<file path="config.mk">
export PLATFORM = sky130hd
export DESIGN_NAME = serial_to_parallel_rx
export DESIGN_NICKNAME = d
export VERILOG_FILES = /design/src/rtl/serial_to_parallel_rx_pkg.sv /design/src/rtl/serial_to_parallel_rx_hold_reg.sv /design/src/rtl/serial_to_parallel_rx.sv
export SDC_FILE = /design/constraint.sdc
export NUM_CORES = 1
export LEC_CHECK = 0
export ABC_CLOCK_PERIOD_IN_PS = 1700
export CORE_UTILIZATION = 46
export CTS_CLUSTER_DIAMETER = 80
export DETAILED_ROUTE_END_ITERATION = 7
export PLACE_DENSITY = 0.75
export SYNTH_ARGS = -nofsm -noshare
export SYNTH_HDL_FRONTEND = slang
export SYNTH_HIERARCHICAL = 1
export SYNTH_SLANG_ARGS = --single-unit
</file>
<file path="constraint.sdc">
create_clock -name ck -period 1.7 [get_ports ck]
set_clock_uncertainty 0.05 [all_clocks]
set_input_delay 0.34 -clock ck [delete_from_list [all_inputs] [get_ports ck]]
set_output_delay 0.34 -clock ck [all_outputs]
set_load 0.02 [all_outputs]
</file>
<file path="src/rtl/serial_to_parallel_rx_pkg.sv">
// Shared definitions for the serial link transmitter and receiver:
// default word width, FSM state encoding and bit-counter width helper.
package serial_to_parallel_rx_pkg;

  localparam int WIDTH_DEF = 8;

  typedef enum logic [0:0] {
    ST_IDLE  = 1'b0,
    ST_SHIFT = 1'b1
  } rx_state_t;

  // Bit counter must hold 0..width-1; never narrower than one bit.
  function automatic int bitcnt_w(input int width);
    return (width <= 2) ? 1 : $clog2(width);
  endfunction

endpackage

</file>
<file path="src/rtl/serial_to_parallel_rx_hold_reg.sv">
// Single-entry valid/ready holding register for received words, with sticky
// overrun detection and a wrapping count of accepted words.
module rx_hold_reg
  import serial_to_parallel_rx_pkg::*;
#(
  parameter int WIDTH = WIDTH_DEF,
  parameter int CNT_W = 8
) (
  input  logic             i_clk,
  input  logic             i_rst_n,
  input  logic             i_load,
  input  logic [WIDTH-1:0] i_data,
  input  logic             i_ready,
  input  logic             i_err_clr,
  output logic [WIDTH-1:0] o_data,
  output logic             o_valid,
  output logic             o_overrun,
  output logic [CNT_W-1:0] o_word_cnt
);

  logic [WIDTH-1:0] r_data;
  logic             r_valid;
  logic             r_overrun;
  logic [CNT_W-1:0] r_word_cnt;
  logic             w_drop;

  // A completed word is lost only if the previous one is still waiting.
  assign w_drop = i_load && r_valid && !i_ready;

  always_ff @(posedge i_clk or negedge i_rst_n) begin
    if (!i_rst_n) begin
      r_data     <= '0;
      r_valid    <= 1'b0;
      r_overrun  <= 1'b0;
      r_word_cnt <= '0;
    end else begin
      if (i_load && !w_drop) begin
        r_data     <= i_data;
        r_valid    <= 1'b1;
        r_word_cnt <= r_word_cnt + 1'b1;
      end else if (r_valid && i_ready) begin
        r_valid <= 1'b0;
      end

      if (w_drop) begin
        r_overrun <= 1'b1;
      end else if (i_err_clr) begin
        r_overrun <= 1'b0;
      end
    end
  end

  assign o_data     = r_data;
  assign o_valid    = r_valid;
  assign o_overrun  = r_overrun;
  assign o_word_cnt = r_word_cnt;

endmodule

</file>
<file path="src/rtl/serial_to_parallel_rx.sv">
// Serial link receiver: reassembles MSB-first WIDTH-bit frames qualified by vi,
// flags framing errors, and hands words to a valid/ready holding register.
module serial_to_parallel_rx
  import serial_to_parallel_rx_pkg::*;
#(
  parameter int WIDTH = WIDTH_DEF,
  parameter int CNT_W = 8
) (
  input  logic             ck,
  input  logic             reset,
  input  logic             ser_in,
  input  logic             vi,
  input  logic             done_in,
  output logic [WIDTH-1:0] data_out,
  output logic             data_valid,
  input  logic             data_ready,
  output logic             busy,
  output logic             frame_err,
  output logic             overrun,
  input  logic             err_clr,
  output logic [CNT_W-1:0] word_cnt
);

  localparam int BCW = bitcnt_w(WIDTH);
  localparam logic [BCW-1:0] LAST_BIT = BCW'(WIDTH - 1);

  rx_state_t        r_state;
  rx_state_t        w_state_nxt;
  logic [BCW-1:0]   r_bit_cnt;
  logic [BCW-1:0]   w_bit_cnt_nxt;
  logic [WIDTH-2:0] r_sr;
  logic [WIDTH-2:0] w_sr_nxt;
  logic [WIDTH-1:0] w_word;
  logic             w_complete;
  logic             w_abort;
  logic             r_frame_err;

  assign w_word = {r_sr, ser_in};

  always_ff @(posedge ck or negedge reset) begin
    if (!reset) begin
      r_state   <= ST_IDLE;
      r_bit_cnt <= '0;
      r_sr      <= '0;
    end else begin
      r_state   <= w_state_nxt;
      r_bit_cnt <= w_bit_cnt_nxt;
      r_sr      <= w_sr_nxt;
    end
  end

  always_comb begin
    w_state_nxt   = r_state;
    w_bit_cnt_nxt = r_bit_cnt;
    w_sr_nxt      = r_sr;
    w_complete    = 1'b0;
    w_abort       = 1'b0;
    case (r_state)
      ST_IDLE: begin
        if (vi) begin
          w_state_nxt   = ST_SHIFT;
          w_sr_nxt      = '0;
          w_sr_nxt[0]   = ser_in;
          w_bit_cnt_nxt = BCW'(1);
        end
      end
      ST_SHIFT: begin
        // done_in on the final bit is a normal end of transmission, not an error.
        if (!vi || (done_in && (r_bit_cnt < LAST_BIT))) begin
          w_abort       = 1'b1;
          w_state_nxt   = ST_IDLE;
          w_bit_cnt_nxt = '0;
        end else if (r_bit_cnt == LAST_BIT) begin
          w_complete    = 1'b1;
          w_state_nxt   = ST_IDLE;
          w_bit_cnt_nxt = '0;
        end else begin
          w_sr_nxt      = w_word[WIDTH-2:0];
          w_bit_cnt_nxt = r_bit_cnt + 1'b1;
        end
      end
      default: begin
        w_state_nxt   = ST_IDLE;
        w_bit_cnt_nxt = '0;
      end
    endcase
  end

  always_ff @(posedge ck or negedge reset) begin
    if (!reset) begin
      r_frame_err <= 1'b0;
    end else if (w_abort) begin
      r_frame_err <= 1'b1;
    end else if (err_clr) begin
      r_frame_err <= 1'b0;
    end
  end

  rx_hold_reg #(
    .WIDTH (WIDTH),
    .CNT_W (CNT_W)
  ) u_hold (
    .i_clk      (ck),
    .i_rst_n    (reset),
    .i_load     (w_complete),
    .i_data     (w_word),
    .i_ready    (data_ready),
    .i_err_clr  (err_clr),
    .o_data     (data_out),
    .o_valid    (data_valid),
    .o_overrun  (overrun),
    .o_word_cnt (word_cnt)
  );

  assign busy      = (r_state == ST_SHIFT);
  assign frame_err = r_frame_err;

endmodule

</file>
==> impl_metrics.env <==
export IMPL_die_height_um=57.52
export IMPL_synth_nets=123
export IMPL_setup_viol=0
export IMPL_wl_per_cell_um=15.89
export IMPL_std_cell_rows=19
export IMPL_stdcell_count=181
export IMPL_postCtsSetupBuffers=0
export IMPL_required_ns=1.87
export IMPL_ys_ff_latch=30
export IMPL_syn_avg_cell_area_um2=12.55
export IMPL_worst_pin_slew_ns=0.3838
export IMPL_port_buffers=26
export IMPL_grt_max_degree=31
export IMPL_status="finished, violations left"
export IMPL_n_antenna_cell=0
export IMPL_cts_htree_levels=2
export IMPL_die_area_um2=3308
export IMPL_power_density_nw_per_um2=703.8
export IMPL_critPathSlowestCell="dfrtp_1"
export IMPL_yosysWarningCount=6
export IMPL_violations="DRC"
export IMPL_p_leak_uw=0.001021
export IMPL_vias=1060
export IMPL_cts_root_buffer="clkbuf_4"
export IMPL_fmax_mhz=605.5
export IMPL_drv_slew=0
export IMPL_core_area_um2=2829
export IMPL_grt_pass1_wl_mm=4.761
export IMPL_crit_path_end_kind="flop"
export IMPL_period_share=0.9714
export IMPL_antenna_found_initial=0
export IMPL_num_io_pins=27
export IMPL_drc=4
export IMPL_r2r_cells=5
export IMPL_maxSlewHeadroom=0.7441
export IMPL_cts_tree="built"
export IMPL_ant_nets=0
export IMPL_clock_latency_ns=0.33
export IMPL_crit_fanout=3
export IMPL_worstSetupStartpointType="flop"
export IMPL_seq_area_frac_synth=0.5296
export IMPL_syn_to_final_growth_pct=28.86
export IMPL_worstPathArrival_ns=1.82
export IMPL_drive_above_1_share=0.2400
export IMPL_fin_crit_ns=1.651
export IMPL_min_delay_path_class="in -> async"
export IMPL_cts_resized=13
export IMPL_grt_pass1_vias=1063
export IMPL_cp_slowest_stage_delay_ns=0.42
export IMPL_clkSinkCount=30
export IMPL_critPathKind="reg -> reg"
export IMPL_start_util=0.5011
export IMPL_drt_pass1_iterations=6
export IMPL_synthCells=113
export IMPL_drt_initial_drc_count=37
export IMPL_vias_per_cell=5.856
export IMPL_die_w_um=57.52
export IMPL_grt_ovfl_total=0
export IMPL_fin_ws_ns=0.04854
export IMPL_synthesis_area_um2=1418
export IMPL_gp_congestion=0.8360
export IMPL_cts_hold_buf=0
export IMPL_drv_cap=0
export IMPL_dp_hpwl_mm=1.918
export IMPL_place_inst=175
export IMPL_synth_distinct_cells=28
export IMPL_cts_buffers=5
export IMPL_finalHoldViolations=0
export IMPL_vdd_drop_max_uv=546.0
export IMPL_cts_buffer_depth=2
export IMPL_wl_mm=2.876
export IMPL_nets=161
export IMPL_cp_cell_sequence="ha_1, ha_2, a21bo_2, a31o_1, mux2_4"
export IMPL_dpl_worst_slack_ns=-0.2105
export IMPL_path_clk_slew_ns=0.09
export IMPL_grt_use_total=0.1955
[cell usage after synthesis]
library cell / instances / area [um2]
dfrtp_1: 30 / 750.7
buf_2: 2 / 10.01
buf_12: 1 / 20.02
o311ai_1: 6 / 52.55
nand3_2: 1 / 10.01
nand2b_4: 1 / 13.76
xnor2_1: 7 / 61.31
nor3_1: 1 / 5.000
mux2_4: 10 / 150.1
and3_1: 2 / 12.51
nand2_1: 13 / 48.80
clkbuf_1: 2 / 7.510
a32o_1: 2 / 20.02
nand3_1: 2 / 10.01
inv_1: 5 / 18.77
a21boi_0: 1 / 7.510
and4_1: 2 / 17.52
nand2_8: 1 / 20.02
a21bo_2: 1 / 10.01
a31o_1: 1 / 8.760
o22a_1: 1 / 8.760
nand4_1: 10 / 62.56
o22ai_1: 2 / 12.51
clkbuf_8: 1 / 13.76
ha_1: 3 / 37.54
and2_1: 3 / 18.77
a21oi_1: 1 / 5.000
nor2_1: 1 / 3.750
[placed cells by master, fill, tap and decap left out, types with 5 or more instances in the layout]
master	Yosys	layout
dfrtp_1	30	30
buf_4	0	11
nand4_1	10	10
clkbuf_4	0	5
mux2_4	10	10
dlymetal6s2s_1	0	7
clkdlybuf4s50_1	0	6
nand2_1	13	13
dlygate4sd2_1	0	13
inv_1	5	5
xnor2_1	7	7
[report_power, final]
group | internal (uW) | switching [uW] | total (uW)
Sequential | 731 | 18.0 | 749
Clock | 186 | 231 | 416
Combinational | 57.1 | 63.0 | 120
Total | 974 | 312 | 1290
[flip-flops by register name, indices dropped and copies added (netlist names)]
register           count
busy                   1
frame_err              1
r_bit_cnt              3
r_sr                   7
u_hold/o_data          8
u_hold/o_overrun       1
u_hold/o_valid         1
u_hold/o_word_cnt      8
[final timing paths]
check | from | endpoint | slack (ns)
max reg2reg | r_bit_cnt[1] | r_sr[0] | 0.05
max in group asynchronous | reset | u_hold/o_word_cnt[7] | 0.96
min reg2reg | u_hold/o_word_cnt[7] | u_hold/o_word_cnt[7] | 0.42
max | r_bit_cnt[1] | r_sr[0] | 0.05
min | reset | u_hold/o_word_cnt[2] | 0.34
min in group ck | u_hold/o_word_cnt[7] | u_hold/o_word_cnt[7] | 0.42
[routing by layer]
layer	vias to the layer above	wire [um]	GRT usage
met5	-	0	0
met4	0	65	0.1115
met3	8	157	0.04989
met2	37	1485	0.3256
met1	530	1167	0.2288
li1	485	-	-
[critical path: cells and delay by family, from the launching register on]
kind	cells	cell delay [ns]
adders and majority gates	2	0.37
DFF	1	0.42
AOI/OAI and AO/OA	2	0.41
muxes	1	0.30
[layout make-up]
cell class / count / area, um2
repair buffers: 37 / 344.1
clock buffers: 6 / 51.30
flip-flops and latches: 30 / 750.7
inverters: 5 / 18.77
fillers: 227 / 1002
well taps: 31 / 38.79
multi-input cells: 72 / 623.1
[metrics by stage]
stage	hold slack (ns)	utilization	power (uW)	setup TNS, ns	cell area (um2)
6_report	0.3438	0.6457	1286	0	1827
5_1_grt	0.3769	0.6457	1344	-0.001114	1827
4_1_cts	0.3521	0.6303	1297	0	1783
3_5_place_dp	0.4317	0.6179	880.2	-4.065	1748
3_3_place_gp	0.4126	0.6179	874.0	-3.126	1748
2_1_floorplan	-0.005591	-	815.1	0	1424
[cells by family (layout without fill, tap and decap cells)]
family / Yosys count / after routing / synth area share
mux: 10 / 10 / 0.1059
compound gates: 15 / 15 / 0.08826
simple gates: 37 / 37 / 0.1571
flops: 30 / 30 / 0.5296
xor+xnor: 7 / 7 / 0.04325
fa+ha+maj: 3 / 3 / 0.02648
buf+inv: 11 / 48 / 0.04943
(Power assumes the default switching activity.)
